<file path="src/rtl/ps2_scan_rx.sv">
// PS/2 scancode receiver: glitch filter, 11-bit frame FSM, E0/E1/F0 prefix decoder, event buffer.
// Build option: define PS2_RX_FIFO_EN for a 4-entry event FIFO; otherwise a single holding register.
module ps2_scan_rx #(
    parameter logic [15:0] TIMEOUT = 16'd2000
) (
    input  logic       clock,
    input  logic       reset,
    input  logic       ce,
    input  logic [1:0] ps2,
    output logic       valid,
    input  logic       ready,
    output logic [7:0] code,
    output logic       ext,
    output logic       released,
    output logic       frame_err,
    output logic       overflow
);
    typedef enum logic [1:0] {IDLE, DATA, PARITY, STOP} state_t;

    // Clock glitch filter and data sampling
    logic [7:0] filt_reg;
    logic [7:0] filt_next;
    logic       clean_reg;
    logic       data_reg;
    logic       fall;

    assign filt_next = {filt_reg[6:0], ps2[0]};
    assign fall      = ce && clean_reg && (filt_next == 8'h00);

    always_ff @(posedge clock) begin
        if (reset) begin
            filt_reg  <= 8'hFF;
            clean_reg <= 1'b1;
            data_reg  <= 1'b1;
        end else if (ce) begin
            filt_reg <= filt_next;
            data_reg <= ps2[1];
            if (filt_next == 8'hFF)
                clean_reg <= 1'b1;
            else if (filt_next == 8'h00)
                clean_reg <= 1'b0;
        end
    end

    // Frame FSM
    state_t      state_reg;
    logic [2:0]  bit_cnt_reg;
    logic [7:0]  shift_reg;
    logic        parity_reg;
    logic [15:0] tmo_reg;
    logic        byte_stb_reg;
    logic [7:0]  byte_reg;
    logic        frame_err_reg;

    always_ff @(posedge clock) begin
        if (reset) begin
            state_reg     <= IDLE;
            bit_cnt_reg   <= '0;
            shift_reg     <= '0;
            parity_reg    <= 1'b0;
            tmo_reg       <= '0;
            byte_stb_reg  <= 1'b0;
            byte_reg      <= '0;
            frame_err_reg <= 1'b0;
        end else begin
            byte_stb_reg  <= 1'b0;
            frame_err_reg <= 1'b0;
            if (state_reg == IDLE) begin
                tmo_reg <= '0;
                if (fall && !data_reg) begin
                    state_reg   <= DATA;
                    bit_cnt_reg <= '0;
                end
            end else if (fall) begin
                tmo_reg <= '0;
                case (state_reg)
                    DATA: begin
                        shift_reg   <= {data_reg, shift_reg[7:1]};
                        bit_cnt_reg <= bit_cnt_reg + 3'd1;
                        if (bit_cnt_reg == 3'd7)
                            state_reg <= PARITY;
                    end
                    PARITY: begin
                        parity_reg <= data_reg;
                        state_reg  <= STOP;
                    end
                    default: begin
                        // Odd parity over data+parity and a high stop bit make a good frame
                        if (data_reg && (^{shift_reg, parity_reg})) begin
                            byte_stb_reg <= 1'b1;
                            byte_reg     <= shift_reg;
                        end else begin
                            frame_err_reg <= 1'b1;
                        end
                        state_reg <= IDLE;
                    end
                endcase
            end else if (ce) begin
                if (tmo_reg + 16'd1 >= TIMEOUT) begin
                    state_reg     <= IDLE;
                    frame_err_reg <= 1'b1;
                    tmo_reg       <= '0;
                end else begin
                    tmo_reg <= tmo_reg + 16'd1;
                end
            end
        end
    end

    // Prefix decoder: E0/E1 mark extended, F0 marks release, 00/FF cancel
    logic       ext_pend_reg;
    logic       rel_pend_reg;
    logic       evt_stb_reg;
    logic [9:0] evt_reg;

    always_ff @(posedge clock) begin
        if (reset) begin
            ext_pend_reg <= 1'b0;
            rel_pend_reg <= 1'b0;
            evt_stb_reg  <= 1'b0;
            evt_reg      <= '0;
        end else begin
            evt_stb_reg <= 1'b0;
            if (byte_stb_reg) begin
                case (byte_reg)
                    8'hE0, 8'hE1: ext_pend_reg <= 1'b1;
                    8'hF0:        rel_pend_reg <= 1'b1;
                    8'h00, 8'hFF: begin
                        ext_pend_reg <= 1'b0;
                        rel_pend_reg <= 1'b0;
                    end
                    default: begin
                        evt_stb_reg  <= 1'b1;
                        evt_reg      <= {ext_pend_reg, rel_pend_reg, byte_reg};
                        ext_pend_reg <= 1'b0;
                        rel_pend_reg <= 1'b0;
                    end
                endcase
            end
        end
    end

    // Event buffer; a pop on the same clock frees room for a push into a full buffer
    logic       push;
    logic       pop;
    logic       full;
    logic       accept;
    logic [9:0] head;
    logic       ovf_reg;

    assign push   = evt_stb_reg;
    assign pop    = valid && ready;
    assign accept = push && (!full || pop);

`ifdef PS2_RX_FIFO_EN
    logic [9:0] mem [4];
    logic [1:0] wr_ptr_reg;
    logic [1:0] rd_ptr_reg;
    logic [2:0] count_reg;

    assign full  = (count_reg == 3'd4);
    assign valid = (count_reg != 3'd0);
    assign head  = mem[rd_ptr_reg];

    always_ff @(posedge clock) begin
        if (accept)
            mem[wr_ptr_reg] <= evt_reg;
    end

    always_ff @(posedge clock) begin
        if (reset) begin
            wr_ptr_reg <= '0;
            rd_ptr_reg <= '0;
            count_reg  <= '0;
        end else begin
            if (accept)
                wr_ptr_reg <= wr_ptr_reg + 2'd1;
            if (pop)
                rd_ptr_reg <= rd_ptr_reg + 2'd1;
            case ({accept, pop})
                2'b10:   count_reg <= count_reg + 3'd1;
                2'b01:   count_reg <= count_reg - 3'd1;
                default: count_reg <= count_reg;
            endcase
        end
    end
`else
    logic [9:0] head_reg;
    logic       full_reg;

    assign full  = full_reg;
    assign valid = full_reg;
    assign head  = head_reg;

    always_ff @(posedge clock) begin
        if (reset) begin
            head_reg <= '0;
            full_reg <= 1'b0;
        end else begin
            if (accept) begin
                head_reg <= evt_reg;
                full_reg <= 1'b1;
            end else if (pop) begin
                full_reg <= 1'b0;
            end
        end
    end
`endif

    always_ff @(posedge clock) begin
        if (reset)
            ovf_reg <= 1'b0;
        else
            ovf_reg <= push && full && !pop;
    end

    // Head fields read as zero while the buffer is empty
    assign code      = valid ? head[7:0] : 8'h00;
    assign ext       = valid && head[9];
    assign released  = valid && head[8];
    assign frame_err = frame_err_reg;
    assign overflow  = ovf_reg;

endmodule

</file>
<file path="config.mk">
export PLATFORM = sky130hd
export DESIGN_NAME = ps2_scan_rx
export DESIGN_NICKNAME = d
export VERILOG_FILES = /design/src/rtl/ps2_scan_rx.sv
export SDC_FILE = /design/constraint.sdc
export NUM_CORES = 1
export LEC_CHECK = 0
export CORE_MARGIN = 4
export CORE_UTILIZATION = 45
export DETAILED_ROUTE_END_ITERATION = 8
export PLACE_DENSITY_LB_ADDON = 0.15
export SYNTH_ARGS = -nofsm -noshare
export SYNTH_HDL_FRONTEND = slang
export SYNTH_SLANG_ARGS = --single-unit
</file>
<file path="constraint.sdc">
create_clock -name clock -period 1.8 [get_ports clock]
set_input_delay 0.27 -clock clock [delete_from_list [all_inputs] [get_ports clock]]
set_output_delay 0.27 -clock clock [all_outputs]
set_load 0.02 [all_outputs]
</file>
Word-level counts from Yosys, hierarchy flattened
Index checks and enable logic that the tools add are counted.
Widths: inputs -> output; s select.

word-level totals
  flip-flop bits (word level) = 74
  output and inout bits = 13
  bits of input ports = 6

operators by class
  reductions and logical operators = 40
  equal/unequal tests = 10
  $lt $le $gt $ge = 1
  bitwise operators = 7
  add/sub/neg operators = 2
  muxes and demuxes = 26

operator list
  cell                   number
  $eq 8x8->1 const B     5
  $add 16x1->16 const B  1
  $ge 16x11->1 const B   1
  $logic_not 8->1        2
  $mux 16                1
  $mux 2                 6
  $mux 3                 4
  $mux 1                 11
  $logic_and 1x1->1      10
  $reduce_or 5->1        2
  $reduce_and 3->1       3
  $reduce_xor 9->1       1
  $mux 8                 1
  $reduce_and 2->1       4
  $reduce_and 4->1       2
  $reduce_bool 2->1      4
  $reduce_or 2->1        4
  $not 1->1              7
  $reduce_bool 3->1      2
  $ne 4x4->1 const B     1
  $pmux 1 s2             2
  $pmux 2 s2             1
  $add 3x1->3 const B    1
  $eq 3x3->1 const B     1
  7 further kinds        9

Logic depth before layout (Yosys ltp)
Gate-level depths: netlist of run 1.

  depth after elaboration = 6
  mapped depth = 9
  depth with buffers taken out = 8

Worst setup path before layout of run 1
OpenSTA, ideal clock, no wires.

  path kind = reg-to-reg
  start point = register tmo_reg[0]
  end point = register tmo_reg[8]
  period minus slack after synthesis = 1.993 ns
  buffers on the path = 2
  slack = -0.193 ns
  stages on the path, launching flop included = 10
  arrival = 1.871 ns
  cell sequence = dfxtp_1 -> ha_1 -> and4_1 -> buf_4 -> and4bb_1 -> nor3_1 -> a31o_2 -> buf_6 -> a32oi_1 -> o21ai_1

on the way
  longest elaborated chain between the ends = 3

RTL lines
  item                    line     source
  from (decl)             50       logic [15:0] tmo_reg;
  from (signal assigned)  104      tmo_reg <= tmo_reg + 16'd1;
  $add 16x1->16 *         99, 104
  $ge 16x11->1            99       if (tmo_reg + 16'd1 >= TIMEOUT) begin
  $mux 16 *               99

Mark *: on every way between the ends. The rest lies on a longest branch, timed or not.
A chain may end at the register's enable or synchronous reset.

Worst setup path after layout of run 1
  start point = register tmo_reg[1]
  end point = register state_reg[1]

on the way
  longest elaborated chain between the ends = 4

RTL lines
  item                         line  source
  $add 16x1->16                99
  $ge 16x11->1                 99
  $reduce_bool 3->1 (no line)  n/a
  $reduce_and 4->1 (no line)   n/a
  to (signal assigned)         85    state_reg <= STOP;
  to (signal assigned)         95    state_reg <= IDLE;
  to (signal assigned)         100   state_reg <= IDLE;
  to (decl)                    46    state_t state_reg;

Every way passes these cells.

==> impl_metrics.csv, run 1 <==
group,metric,value,unit
outcome,status,"finished, violations left",
outcome,violations,"negative setup slack",
clock_network,htree_levels,3,
sta,post-route-period-util,1.103,
layout,syn_to_final_growth,31.95,%
setup_path,crit_required,2.02,ns
global_route,grt_pass1_wl,13780,µm
synth,synth.avg_cell_area,9.143,µm²
synth,synth_top_family_by_area,"simple AND/OR/NAND/NOR gates",
clock_network,cts_num_sinks,74,
synth,synth_compound_area_frac,0.1252,
placement,dp.cells,561,
sta,slew_violations,0,
worst_hold_path,hold_path.class,"flip-flop to flip-flop",
routing,wl,7963,µm
setup_path,worstPathMaxFanout,5,
synth,syn_area,3657,µm²
sta,max_freq,0.5037,GHz
placement,io_buffers,18,
synth,postSynthCellCount,400,
sta,skew,0.01101,ns
clock_network,cts_tree,"yes",
sta,hold_ws,0.4550,ns
global_route,grt_pass1_vias,2970,
global_route,grt_use_total,0.1721,
power_and_ir_drop,fin_total_pwr,3.087,mW
die,die_h,98.15,µm
synth,ys_async_sr_fraction,0,
flow_run,maxCapViolCount,0,
sta,setup_viol,14,
synth,synth_top_cell_area_share,0.4051,
die,pin_count,19,
setup_path,cp-end-kind,"flip-flop",
routing,drt_pass1_iterations,4,
layout,final_cell_area,4826,µm²
clock_network,cts_hold_buffers,0,
placement,dpl.hpwl,5608,µm
sta,fin_crit,1.985,ns
synth,synth_seq_area_share,0.4051,
clock_network,root_buffer,"clkbuf_8",
synth,synth_simple_gate_area_share,0.2761,
power_and_ir_drop,powerDensity,639.6,nW/µm²
routing,wl_per_cell,13.68,µm
global_route,antenna_found_initial,0,
synth,ys.flop_type,"dfxtp_1",
die,die_w,98.15,µm
layout,final_core_util,0.6181,
setup_path,startpoint_type,"flip-flop",
placement,routabilityCongestion,0.8369,
synth,yosys-mux-area-fraction,0.1013,
layout,fin_cells,582,
layout,nNetsFinal,489,
synth,synthTopCellsByArea,"dfxtp_1 41%, mux2i_1 10%, nand2_1 4.9%, nor2_1 4.5%, and2_1 2.9%",
setup_path,crit_type,"flip-flop to flip-flop",
synth,synth-edff-count,0,
clock_network,cts_buffers,9,
clock_network,clk_pin_slew,0.08,ns
synth,synth_xor_area_frac,0.02737,
layout,fill_cells,684,
global_route,grt_max_degree,45,
routing,drc,0,
setup_path,arrival,2.21,ns
routing,dr_total_vias,3075,
synth,synthAdderAreaFrac,0.02737,
layout,layout-drive-gt1-share,0.2750,
synth,synth_area_leader_cell,"dfxtp_1",
power_and_ir_drop,p_leak,2.254,nW
die,core,7807,µm²
sta,hold_viol,0,
clock_network,clk_latency,0.35,ns
layout,diodes,0,
sta,slew_headroom,0.6965,
layout,largest_reg_flops,16,
routing,first_iter_violations,132,
placement,dpl_cell_area,4360,µm²
die,std_cell_rows,32,
global_route,grt-ovfl-total,0,
sta,worst_slack,-0.1854,ns
power_and_ir_drop,ir_worst_vdd,325.0,µV
routing,vias_per_cell,5.284,
placement,dp_slack,-0.3618,ns
synth,ys.warnings.count,0,
synth,yosysUniqueCellTypes,66,
synth,ys_ff_latch,74,
clock_network,clockBufferDepth,2,
sta,worst_pin_slew,0.4552,ns
sta,finalSetupTns,-1.442,ns
synth,syn_nets,414,
die,initial_core_util,0.4684,
die,die_area,9633,µm²
routing,drtAntennaViolNets,0,
sta,rsz0062_at_grt,"yes",
## cells in the final DEF, fill, tap and decap left out, types with 3 or more instances in the layout
cell type / count
dfxtp_1: 68
buf_4: 57
nand2_1: 48
nor2_1: 44
mux2i_1: 37
and2_1: 17
nand3_1: 14
a21oi_1: 14
nand4_1: 11
inv_1: 9
clkbuf_8: 9
dlymetal6s2s_1: 9
clkdlybuf4s50_1: 8
buf_6: 8
ha_1: 7
o21ai_1: 6
o211ai_2: 6
nor3_1: 5
o21ai_0: 5
nor2b_1: 4
nand4b_1: 4
xor2_1: 3
xnor2_1: 3
nand4_4: 3
and4_1: 3
nand2b_1: 3
o21ai_2: 3
dfxtp_2: 3
dfxtp_4: 3
## per-layer routing
metal,vias up,routed length [µm],GRT usage
li1,1577,-,-
met1,1445,4039,0.2316
met2,39,3591,0.2743
met3,14,190,0.03143
met4,0,142,0.06828
met5,-,0,0
## power breakdown
part | total [mW] | switching (mW) | internal (mW)
Sequential | 1.64 | 0.00572 | 1.63
Combinational | 0.0668 | 0.0386 | 0.0282
Clock | 1.38 | 0.649 | 0.730
## path summary, 6_finish.rpt
path	to	from	cells past startpoint	slack, ns
worst max register to register	state_reg[1]	tmo_reg[1]	10	-0.19
worst min-delay path	rel_pend_reg	rel_pend_reg	2	0.46
worst min register to register	rel_pend_reg	rel_pend_reg	2	0.46
worst max-delay path	state_reg[1]	tmo_reg[1]	10	-0.19
## cell usage after synthesis, types with 2 or more instances
library cell  number
a21oi_1           17
a31oi_1            3
a32oi_1            2
and2_1            17
and4_1             5
buf_1              2
buf_2              5
buf_4              2
buf_6              2
clkbuf_1           9
dfxtp_1           74
ha_1               8
inv_1              9
mux2i_1           37
nand2_1           48
nand2b_1           4
nand3_1           15
nand3_2            2
nand4_1           11
nand4_2            2
nand4b_1           4
nor2_1            44
nor2b_1            4
nor3_1             6
nor4b_1            2
o211ai_2           6
o21ai_0            6
o21ai_1            8
o31ai_1            2
or2_2              2
or3_1              2
xnor2_1            4
xor2_1             3
## cell families (layout without fill, tap and decap cells)
| group | after synthesis | after routing |
|---|---|---|
| flops | 74 | 74 |
| simple gates | 183 | 183 |
| mux | 37 | 37 |
| xor+xnor | 9 | 9 |
| compound gates | 60 | 60 |
| buf+inv | 29 | 109 |
| fa+ha+maj | 8 | 8 |
## timing repair
action | 4_1_cts | 5_1_grt
resized for setup | 19 | 32
buffers inserted | 4 | 3
pin swaps | 21 | 25
endpoints found under the setup margin | 33 | 43
## worst max-delay path: stages (launching register included)
cell and delay, ns:
dfxtp_4 0.36, ha_4 0.16, buf_6 0.12, nand2b_4 0.12, o32a_1 0.27, o21ai_1 0.13, nand4_1 0.17, buf_6 0.19
buf_6 0.12, a31oi_4 0.12, o22ai_2 0.10
## area by class of cell
cell class                      count  area (µm²)  share of cell area
Sequential cell                    74        1496              0.3101
Clock inverter                      5       60.06             0.01244
Tap cell                          102       127.6             0.02645
Clock buffer                       11       152.6             0.03163
Multi-Input combinational cell    297        2216              0.4592
Inverter                            9       33.78            0.007000
Timing Repair Buffer               84       739.5              0.1532
Power figures use the tool's default switching activity.
==> run 2: changes to the inputs <==
--- a/config.mk
+++ b/config.mk
@@ -7,6 +7,7 @@
 export LEC_CHECK = 0
 export CORE_MARGIN = 4
 export CORE_UTILIZATION = 45
+export CTS_CLUSTER_DIAMETER = 30
 export DETAILED_ROUTE_END_ITERATION = 8
 export PLACE_DENSITY_LB_ADDON = 0.15
 export SYNTH_ARGS = -nofsm -noshare
==> results of run 2 <==
Same layout as run 1: the final DEF is identical, and so are final timing and power.
==> run 3: changes to the inputs <==
--- a/config.mk
+++ b/config.mk
@@ -5,10 +5,12 @@
 export SDC_FILE = /design/constraint.sdc
 export NUM_CORES = 1
 export LEC_CHECK = 0
+export CAP_MARGIN = 15
 export CORE_MARGIN = 4
 export CORE_UTILIZATION = 45
 export CTS_CLUSTER_DIAMETER = 30
 export DETAILED_ROUTE_END_ITERATION = 8
+export MAX_ROUTING_LAYER = met4
 export PLACE_DENSITY_LB_ADDON = 0.15
 export SYNTH_ARGS = -nofsm -noshare
 export SYNTH_HDL_FRONTEND = slang
==> constraint.sdc (replaced) <==
create_clock -name clock -period 2.3 [get_ports clock]
set_input_delay 0.345 -clock clock [delete_from_list [all_inputs] [get_ports clock]]
set_output_delay 0.345 -clock clock [all_outputs]
set_load 0.02 [all_outputs]
==> impl_metrics.csv, run 3 (synthesis gave the netlist of run 1 again) <==
group,metric,value,unit
power_and_ir_drop,switchingPower,0.5057,mW
layout,diodes,0,
layout,syn_to_final_growth,16.08,%
setup_path,worstSetupStartpoint,"tmo_reg[0]",
routing,drc,0,
setup_path,max_stage_delay,0.33,ns
outcome,status,"finished, final reports clean",
placement,dp.cells,521,
clock_network,htree_levels,3,
setup_path,cp-end-kind,"flip-flop",
clock_network,clk_pin_slew,0.07,ns
global_route,grt_pass1_wl,12320,µm
placement,dpl.hpwl,5038,µm
power_and_ir_drop,internal-power,1.911,mW
routing,vias_per_cell,5.353,
layout,multi_input_comb_area,2038,µm²
setup_path,worstRegToRegCells,8,
layout,fin_cells,536,
routing,drt_pass1_iterations,4,
die,pin_count,19,
setup_path,timing.rr.start,"tmo_reg[0]",
die,die_w,98.15,µm
setup_path,crit_chain,"ha_1 -> nand2b_1 -> o32a_1 -> o21ai_1 -> nand4_1 -> buf_4 -> a41oi_2 -> o21ai_1",
routing,wl,7131,µm
clock_network,root_buffer,"clkbuf_8",
setup_path,crit_family,"compound AO/OA/AOI/OAI gates",
placement,routabilityCongestion,0.8982,
worst_hold_path,hold_depth,2,
routing,dr_total_vias,2869,
placement,io_buffers,18,
die,core,7807,µm²
power_and_ir_drop,p_comb_frac,0.020,
worst_hold_path,hold_path_end,"rel_pend_reg",
setup_path,startpoint_type,"flip-flop",
placement,dpl_cell_area,4031,µm²
routing,wl_per_cell,13.30,µm
power_and_ir_drop,p_seq_frac,0.533,
power_and_ir_drop,fin_total_pwr,2.417,mW
flow_run,maxCapViolCount,0,
global_route,grt-ovfl-total,0,
setup_path,cp_common_cell,"o21ai_1",
layout,fill_cells,743,
power_and_ir_drop,ir_worst_vdd,301.9,µV
die,initial_core_util,0.4684,
sta,hold_ws,0.4550,ns
setup_path,path_buf_inv,1,
power_and_ir_drop,switching_share,0.2092,
setup_path,arrival,2.32,ns
worst_hold_path,hold_path.class,"flip-flop to flip-flop",
layout,final_cell_area,4245,µm²
worst_hold_path,worstHoldStart,"rel_pend_reg",
layout,nNetsFinal,444,
power_and_ir_drop,p_leak,1.781,nW
sta,setup_viol,0,
global_route,grt_pass1_vias,2636,
sta,fin_crit,2.096,ns
setup_path,crit_type,"flip-flop to flip-flop",
sta,max_freq,0.4772,GHz
clock_network,clockBufferDepth,2,
sta,post-route-period-util,0.9111,
sta,worst_pin_slew,0.4451,ns
sta,finalSetupTns,0,ns
clock_network,post_cts_buffers,0,
layout,layout-drive-gt1-share,0.1406,
global_route,grt_use_total,0.1572,
die,std_cell_rows,32,
power_and_ir_drop,p_clk_frac,0.447,
routing,drtAntennaViolNets,0,
layout,final_common_cell,"dfxtp_1",
clock_network,cts_tree,"yes",
clock_network,cts_buffers,9,
layout,most-common-layout-cells,"74 x dfxtp_1, 48 x nand2_1, 44 x nor2_1",
global_route,antenna_found_initial,0,
clock_network,clk_latency,0.34,ns
layout,final_core_util,0.5438,
routing,first_iter_violations,173,
sta,skew,0.01425,ns
die,die_h,98.15,µm
setup_path,rr_endpoint,"tmo_reg[5]",
sta,rsz0062_at_grt,"no",
placement,dp_slack,0.01009,ns
setup_path,cp_slowest_cell,"nand4_1",
clock_network,cts_num_sinks,74,
clock_network,cts_resized,0,
sta,worst_slack,0.2045,ns
setup_path,rrSetupSlack,0.20,ns
sta,slew_violations,0,
sta,slew_headroom,0.7033,
layout,largest_reg_flops,16,
setup_path,worstPathMaxFanout,6,
layout,regArea,1481,µm²
sta,hold_viol,0,
die,die_area,9633,µm²
setup_path,crit_required,2.53,ns
power_and_ir_drop,powerDensity,569.2,nW/µm²
clock_network,cts_hold_buffers,0,
global_route,grt_max_degree,45,
-- run 3: layout make-up --
type / count / share of cell area
clock inverters: 6 / 0.02122
flip-flops and latches: 74 / 0.3490
inverters: 9 / 0.007958
clock buffers: 9 / 0.02918
well taps: 102 / 0.03006
multi-input cells: 297 / 0.4801
repair buffers: 39 / 0.08252
-- run 3: tightest hold or removal path: stages (launching register included) --
cell	delay, ns
dfxtp_1	0.31
nand2_1	0.05
a21oi_1	0.05
-- run 3: worst max path at each step --
| stage | endpoint | slack [ns] | cells after the start |
|---|---|---|---|
| after floorplan | tmo_reg[10] | 0.31 | 9 |
| after global placement | state_reg[0] | 0.12 | 7 |
| after detailed placement | state_reg[0] | 0.01 | 7 |
| after CTS | tmo_reg[5] | 0.20 | 8 |
| after global routing | tmo_reg[10] | 0.06 | 8 |
| final | tmo_reg[5] | 0.20 | 8 |
-- run 3: power groups by stage --
stage / Sequential, mW / Combinational, mW / Clock, mW
after floorplan: 1.32 / 0.0309 / 0
after global placement: 1.32 / 0.0482 / 0
after detailed placement: 1.32 / 0.0482 / 0
after CTS: 1.29 / 0.0485 / 1.12
after global routing: 1.29 / 0.0527 / 1.18
final: 1.29 / 0.0477 / 1.08
-- run 3: metal layers --
| layer | wire length (µm) | global-route usage | vias up |
|---|---|---|---|
| li1 | - | - | 1492 |
| met1 | 3616 | 0.2174 | 1331 |
| met2 | 3141 | 0.2236 | 38 |
| met3 | 295 | 0.04214 | 8 |
| met4 | 78 | 0.05042 | 0 |
| met5 | 0 | - | - |
